### config.mk
export PLATFORM = sky130hd
export DESIGN_NAME = mem_store_buffer
export DESIGN_NICKNAME = d
export VERILOG_FILES = /design/src/rtl/mem_store_buffer.sv
export SDC_FILE = /design/constraint.sdc
export NUM_CORES = 1
export LEC_CHECK = 0
export ABC_AREA = 1
export CAP_MARGIN = 20
export CORE_MARGIN = 2
export CORE_UTILIZATION = 48
export CTS_CLUSTER_DIAMETER = 150
export DETAILED_ROUTE_END_ITERATION = 8
export PLACE_DENSITY_LB_ADDON = 0.25
export SYNTH_ARGS = -nofsm -noshare
export SYNTH_HDL_FRONTEND = slang
export SYNTH_SLANG_ARGS = --single-unit
export TNS_END_PERCENT = 30
### constraint.sdc
create_clock -name clk -period 5.3 [get_ports clk]
set_input_delay 1.06 -clock clk [delete_from_list [all_inputs] [get_ports clk]]
set_output_delay 1.06 -clock clk [all_outputs]
set_load 0.02 [all_outputs]
### src/rtl/mem_store_buffer.sv
// Store write buffer and load sequencer in front of the data memory.
// Stores drain one per cycle from a small FIFO; loads issue only when the FIFO is empty.
module mem_store_buffer #(
  parameter int DEPTH = 4,
  parameter int AW    = 14
) (
  input  logic                     clk,
  input  logic                     rst,
  input  logic                     req_valid,
  output logic                     req_ready,
  input  logic                     req_we,
  input  logic [5:0]               req_op,
  input  logic [AW-1:0]            req_addr,
  input  logic [31:0]              req_wdata,
  input  logic [31:0]              req_pc,
  output logic                     rsp_valid,
  output logic [31:0]              rsp_rdata,
  output logic                     dm_we,
  output logic [AW-1:0]            dm_addr,
  output logic [31:0]              dm_din,
  output logic [5:0]               dm_op,
  output logic [31:0]              dm_pc,
  input  logic [31:0]              dm_dout,
  output logic [$clog2(DEPTH):0]   count,
  output logic                     full,
  output logic                     empty
);

  localparam int PW = $clog2(DEPTH);
  localparam logic [PW:0] DEPTH_C = (PW+1)'(DEPTH);

  typedef struct packed {
    logic [5:0]    op;
    logic [AW-1:0] addr;
    logic [31:0]   wdata;
    logic [31:0]   pc;
  } entry_t;

  entry_t        mem_q [DEPTH];
  entry_t        mem_d [DEPTH];
  logic [PW-1:0] wr_ptr_q, wr_ptr_d;
  logic [PW-1:0] rd_ptr_q, rd_ptr_d;
  logic [PW:0]   count_q, count_d;
  logic          rsp_valid_q, rsp_valid_d;
  logic [31:0]   rsp_rdata_q, rsp_rdata_d;

  logic   push, pop, load_acc;
  entry_t head;

  assign full  = (count_q == DEPTH_C);
  assign empty = (count_q == '0);
  assign count = count_q;
  assign head  = mem_q[rd_ptr_q];

  assign req_ready = !rst && (req_we ? !full : empty);
  assign push      = req_valid && req_ready && req_we;
  assign load_acc  = req_valid && req_ready && !req_we;
  assign pop       = !empty && !rst;

  // A load is only ever accepted when empty, so it never competes with a drain.
  always_comb begin
    dm_we   = 1'b0;
    dm_addr = '0;
    dm_din  = '0;
    dm_op   = '0;
    dm_pc   = '0;
    if (pop) begin
      dm_we   = 1'b1;
      dm_addr = head.addr;
      dm_din  = head.wdata;
      dm_op   = head.op;
      dm_pc   = head.pc;
    end else if (load_acc) begin
      dm_addr = req_addr;
      dm_op   = req_op;
      dm_pc   = req_pc;
    end
  end

  always_comb begin
    mem_d    = mem_q;
    wr_ptr_d = wr_ptr_q;
    rd_ptr_d = rd_ptr_q;
    count_d  = count_q;
    if (push) begin
      mem_d[wr_ptr_q] = '{op: req_op, addr: req_addr, wdata: req_wdata, pc: req_pc};
      wr_ptr_d        = wr_ptr_q + 1'b1;
    end
    if (pop) rd_ptr_d = rd_ptr_q + 1'b1;
    case ({push, pop})
      2'b10:   count_d = count_q + 1'b1;
      2'b01:   count_d = count_q - 1'b1;
      default: count_d = count_q;
    endcase
    rsp_valid_d = load_acc;
    rsp_rdata_d = load_acc ? dm_dout : rsp_rdata_q;
  end

  always_ff @(posedge clk) begin
    if (rst) begin
      wr_ptr_q    <= '0;
      rd_ptr_q    <= '0;
      count_q     <= '0;
      rsp_valid_q <= 1'b0;
      rsp_rdata_q <= '0;
    end else begin
      wr_ptr_q    <= wr_ptr_d;
      rd_ptr_q    <= rd_ptr_d;
      count_q     <= count_d;
      rsp_valid_q <= rsp_valid_d;
      rsp_rdata_q <= rsp_rdata_d;
    end
  end

  // Entry storage is not reset; the pointers alone decide what is valid.
  always_ff @(posedge clk) begin
    mem_q <= mem_d;
  end

  assign rsp_valid = rsp_valid_q;
  assign rsp_rdata = rsp_rdata_q;

endmodule
==> flow_summary.yaml, run 1 <==
global_route:
  overflow: 0
  busiest_layer: "met2"
  met1_layer_usage_reported_by_global_route_pct: 27.9
  grt_pass1_wl_mm: 55.8
  first_global_vias: 10400
  gr-usage-all-layers_pct: 21.6
  grt_max_degree: 105
  grt_use_met3_pct: 4.89
  grt.met2_usage_pct: 36.1
  number_of_antenna_violations_at_the_first_check_in_global_routing: 2
yosys:
  post_synthesis_cell_type_with_the_largest_combined_area: "edfxtp_1"
  yosys.cell_types.count: 17
  ys.flop_type: "edfxtp_1"
  largest_cells_by_area_after_synthesis: "edfxtp_1, nand2_1, dfxtp_1"
  yosys_warnings: 0
  postSynthRegisterBits: 376
  synth-edff-count: 336
  mappedNetlistNets: 1502
  post_synth_instance_area_mm2: 0.0152
  netlist_instances: 1376
  yosys.cell_count.top_type: "nand2_1"
  ys_async_sr_fraction_pct: 0
  synth_top_cells_by_count: "nand2_1, edfxtp_1, nor2_1"
  synth.top_cell.area_share_pct: 66.5
  syn_avg_cell_area_um2: 11.0
  proportion_of_synthesized_chip_area_in_sequential_cells_pct: 71.8
power:
  pwr_density_cell_mw_per_mm2: 394
  p_leak_nw: 7.01
  totalPowerFinal_mw: 7.59
  vdd_drop_max_mv: 0.250
setup_path:
  setup.worst_path.end_class: "output port"
  path_cells: "clkdlybuf4s50_1, inv_2, nand2_1, nand4_1, nor2_4, buf_12, nand2_1, nand2_1, clkdlybuf4s50_1"
  path_class: "input pin to output port"
  worst-path-max-fanout: 71
  timing.critical_path.slowest_stage_cell: "clkdlybuf4s50_1"
  max_incr_delay_on_cp_ps: 600
  cpLargestDelayFamily: "buffers and inverters"
  r2r_setup_slk_ps: 2540
  crit_path_start_kind: "input pin"
  cp_data_required_time_ps: 4240
  crit_buf_inv: 4
  worst_ep_arrival_time_ps: 3530
  critical_path.most_common_cell: "nand2_1"
finish:
  areaGrowthSynthToFinish_pct: 26.9
  finalInstanceArea_mm2: 0.0193
  final_cell_count_no_fill: 2026
  final_util_pct: 61.5
  final_net_count: 1723
  final_layout_size_suffix_gt1_share_pct: 5.30
floorplanning:
  die-width_um: 182
  core_area_mm2: 0.0313
  design.die.area_mm2: 0.0330
  die_y_um: 182
  floorplan.rows: 65
  initial_core_util_pct: 48.5
  pin_count: 244
timing:
  maxSlewHeadroom_pct: 52.3
  final.setup_skew_ps: 6.74
  report.final.hold_viol_count: 0
  worst_pin_slew_ps: 716
  finalHoldWorstSlack_ps: 483
  post-route-min-period_ps: 4590
  slew_violations: 0
  period_share_pct: 86.5
  setup_viol: 0
  timing.setup.tns_ps: 0
  rsz_0062_raised_after_global_routing: "no"
  setup_slack_ps: 715
  achievable-frequency_ghz: 0.218
place:
  post-dp-hpwl_mm: 20.5
  numPortBuffers: 243
  gp_congestion: 0.783
  dp_slack_ps: 722
  place_inst: 1958
  detailed_place.area_mm2: 0.0180
cts:
  max_buffers_root_to_sink: 3
  clock_insertion_delay_worst_skew_ps: 510
  post_cts_resize_count: 0
  path_clk_slew_ps: 60
  postCtsSetupBuffers: 0
  cts.sinks: 376
  cts_tree: "yes"
  htree_levels: 2
  clockRootBuffer: "clkbuf_16"
  ctsHoldBuffers: 0
  numCtsBuffers: 38
drt:
  postRouteWirelength_mm: 35.3
  drt_drc_violations_left: 0
  vias: 10600
  first_pass_iters: 5
  detailedRoute.firstIterationViolations: 799
  route.detailed.vias_per_inst: 5.23
  route.detailed.wl_per_inst_um: 17.4
  route.antenna.remaining_nets: 0
flow_run:
  max-cap-violations: 0
min_path:
  min_path_type: "register to register"
outcome:
  outcome: "completed"
[report_power, final]
part / internal [mW] / switching [mW] / leakage [nW]
logic: 0.597 / 1.03 / 3.05
clock network: 1.58 / 1.03 / 0.598
registers: 3.30 / 0.0463 / 3.36
total: 5.49 / 2.11 / 7.01
[routing by layer]
metal	share of wire (%)	up-vias	wire length (um)
met4	2.8	0	1000
met5	0	-	0
met1	41	5026	14600
met2	48	352	17100
li1	-	5157	-
met3	7.2	65	2540
[worst reg2reg max path: cells and delay by family, from the launching register on]
| family | cells | cell delay (ps) |
|---|---|---|
| flops | 1 | 420 |
| buf+inv | 3 | 630 |
| fa+ha+maj | 2 | 640 |
| compound gates | 4 | 540 |
| simple gates | 3 | 410 |
[flip-flops by register name, summed over array words and instances, names as in the netlist]
name and cells:
mem_q 336, rsp_rdata 32, count 3, rd_ptr_q 2, wr_ptr_q 2, rsp_valid 1
[final timing paths]
check | cells past startpoint | end | from
max | 9 | dm_addr[8] | req_we
max reg2reg | 12 | count[2] | count[0]
min reg2reg | 2 | rsp_rdata[4] | rsp_rdata[4]
min | 2 | rsp_rdata[4] | rsp_rdata[4]
[logic make-up (layout without fill, tap and decap cells)]
group	count (synthesis)	in the layout	share of synthesized area, %
buffers and inverters	136	382	3.66
adder cells (fa/ha/maj)	6	6	0.544
other	0	2	0
flip-flops	376	376	71.8
AND/OR/NAND/NOR	751	751	20.5
AO/OA/AOI/OAI	107	107	3.53
[placed cells by master, fill, tap and decap left out, types with 2 or more instances in the layout]
| master | instances |
|---|---|
| a21oi_1 | 38 |
| buf_12 | 2 |
| buf_4 | 21 |
| bufinv_16 | 3 |
| clkbuf_1 | 7 |
| clkbuf_16 | 41 |
| clkbuf_8 | 3 |
| clkdlybuf4s50_1 | 243 |
| clkinv_1 | 8 |
| clkinv_2 | 3 |
| dfxtp_1 | 38 |
| dfxtp_4 | 2 |
| diode_2 | 2 |
| edfxtp_1 | 336 |
| ha_1 | 5 |
| inv_1 | 47 |
| nand2_1 | 351 |
| nand3_1 | 156 |
| nand4_1 | 35 |
| nor2_1 | 202 |
| nor2_4 | 6 |
| o21ai_0 | 69 |
[final cells by class]
| cell class | count | area (um^2) |
|---|---|---|
| Fill cell | 2459 | 12100 |
| Sequential cell | 376 | 10900 |
| Multi-Input combinational cell | 864 | 3770 |
| Timing Repair Buffer | 267 | 2660 |
| Clock buffer | 51 | 1090 |
| Tap cell | 402 | 503 |
| Inverter | 50 | 191 |
| Clock inverter | 14 | 138 |
| Antenna cell | 2 | 5.00 |
Note: power is estimated with default switching activity, not from simulation.
==> inputs of run 2 (changes only) <==
--- a/config.mk
+++ b/config.mk
@@ -8,9 +8,10 @@
 export ABC_AREA = 1
 export CAP_MARGIN = 20
 export CORE_MARGIN = 2
-export CORE_UTILIZATION = 48
+export CORE_UTILIZATION = 50
 export CTS_CLUSTER_DIAMETER = 150
 export DETAILED_ROUTE_END_ITERATION = 8
+export DONT_BUFFER_PORTS = 1
 export PLACE_DENSITY_LB_ADDON = 0.25
 export SYNTH_ARGS = -nofsm -noshare
 export SYNTH_HDL_FRONTEND = slang
==> run 2 against run 1 <==
Effect of this change: critical path depth shrank 4; combinational power decreased by 29%; non-clock buffer count decreased by 246; first-iteration DRC count down 2.1%; global-route usage shrank 0.17 points; hold slack gained 47 ps; cell area fell by 13%; largest cell class unchanged; largest power group unchanged; highest routed layer unchanged.
==> flow_summary.yaml, run 2 (synthesis results as in run 1) <==
floorplanning:
  floorplan.rows: 63
  die_y_um: 178
  pin_count: 244
  design.die.area_mm2: 0.0318
  core_area_mm2: 0.0298
  die-width_um: 178
  initial_core_util_pct: 50.9
cts:
  htree_levels: 2
  postCtsSetupBuffers: 0
  clockRootBuffer: "clkbuf_16"
  clock_insertion_delay_worst_skew_ps: 510
  numCtsBuffers: 38
  cts_tree: "yes"
  ctsHoldBuffers: 0
  path_clk_slew_ps: 60
  max_buffers_root_to_sink: 3
  cts.sinks: 376
  post_cts_resize_count: 0
drt:
  route.antenna.remaining_nets: 0
  vias: 9738
  drt_drc_violations_left: 0
  route.detailed.vias_per_inst: 5.51
  detailedRoute.firstIterationViolations: 782
  dr.max_layer_used: "met4"
  first_pass_iters: 5
  routed-wl-met3_mm: 2.70
  wl_met2_mm: 16.3
  route.detailed.wl_per_inst_um: 19.3
  drt-met1-wl_mm: 14.5
  postRouteWirelength_mm: 34.2
power:
  clkPwrFrac_pct: 35.6
  switching_share_pct: 28.6
  internal_dissipation_mw: 5.07
  totalPowerFinal_mw: 7.11
  vdd_drop_max_mv: 0.221
  pwr_density_cell_mw_per_mm2: 425
  pwr-share-comb_pct: 16.2
  pwr-share-seq_pct: 48.2
  p_leak_nw: 6.07
  power.net_switching_mw: 2.04
timing:
  period_share_pct: 80.3
  final.setup_skew_ps: 15.9
  slew_violations: 0
  achievable-frequency_ghz: 0.235
  setup_viol: 0
  post-route-min-period_ps: 4260
  timing.setup.tns_ps: 0
  report.final.hold_viol_count: 0
  rsz_0062_raised_after_global_routing: "no"
  worst_pin_slew_ps: 1070
  setup_slack_ps: 1040
  maxSlewHeadroom_pct: 28.9
setup_path:
  cp_data_required_time_ps: 4240
  critical_path.most_common_cell: "nand3_1"
  max_incr_delay_on_cp_ps: 900
  crit_buf_inv: 2
  timing.critical_path.slowest_stage_cell: "clkinv_2"
  cpLargestDelayFamily: "buffers and inverters"
  path_class: "register to output port"
  setup.worst_path.end_class: "output port"
  worst-path-max-fanout: 58
  worst_ep_arrival_time_ps: 3200
  path_cells: "clkinv_2, buf_4, nand3_1, nand3_1, nand2_1"
  crit_path_start_kind: "register"
finish:
  mostFrequentLayoutCells: "nand2_1, edfxtp_1, nor2_1"
  final_common_cell: "nand2_1"
  n_fill_cell: 2514
  final_layout_size_suffix_gt1_share_pct: 5.81
  antenna-diode-count: 0
  areaGrowthSynthToFinish_pct: 10.3
  final_net_count: 1477
  largest_reg_flops: 336
  largest_register_by_flop_count: "mem_q"
place:
  gp_congestion: 0.764
  dp_slack_ps: 1500
  post-dp-hpwl_mm: 20.0
  numPortBuffers: 0
global_route:
  first_global_vias: 9458
  overflow: 0
  grt_pass1_wl_mm: 52.4
  grt_max_degree: 97
  gr-usage-all-layers_pct: 21.4
  number_of_antenna_violations_at_the_first_check_in_global_routing: 0
min_path:
  min_path_type: "register to register"
flow_run:
  max-cap-violations: 0
outcome:
  outcome: "completed"
==> run 2: power groups by stage <==
stage	Clock [mW]	Combinational [mW]	Sequential, mW
after detailed placement	0	1.17	3.49
after floorplan	0	0.954	3.42
after global placement	0	1.13	3.49
final	2.53	1.15	3.43
after global routing	2.69	1.30	3.44
after CTS	2.57	1.17	3.43
==> run 2: path summary, 6_finish.rpt <==
check	start	to	slack (ps)	cells past startpoint
max	rd_ptr_q[1]	dm_op[3]	1040	5
min reg2reg	wr_ptr_q[1]	wr_ptr_q[1]	530	2
min	wr_ptr_q[1]	wr_ptr_q[1]	530	2
max reg2reg	count[0]	count[2]	2120	12
==> run 2: stage by stage <==
stage / hold slack, ps / utilization, % / instance area [um^2] / cells
floorplan: 497 / - / 15200 / 1376
global placement: 515 / 52.1 / 15500 / 1700
detailed placement: 521 / 52.2 / 15600 / 1701
CTS: 530 / 56.2 / 16700 / 1768
global route: 577 / 56.2 / 16700 / 1768
finish: 530 / 56.2 / 16700 / 1768
==> run 2: final cells by class <==
class                           instances  area, um^2  share of cell area [%]
Sequential cell                       376       10900                    65.1
Inverter                               50         191                    1.14
Timing Repair Buffer                   21         215                    1.29
Multi-Input combinational cell        864        3770                    22.5
Tap cell                              390         488                    2.92
Clock buffer                           56        1100                    6.59
Clock inverter                         11        71.3                   0.426
==> run 2: layer usage <==
metal / vias up / track usage, %
met4: 0 / 6.03
li1: 4663 / -
met2: 340 / 34.8
met1: 4682 / 28.3
met3: 53 / 6.14
met5: - / 0
==> run 2: worst min-delay path: stages, from the launching register on <==
cell and delay, ps:
dfxtp_1 340, nor2_1 110, nor2_1 50
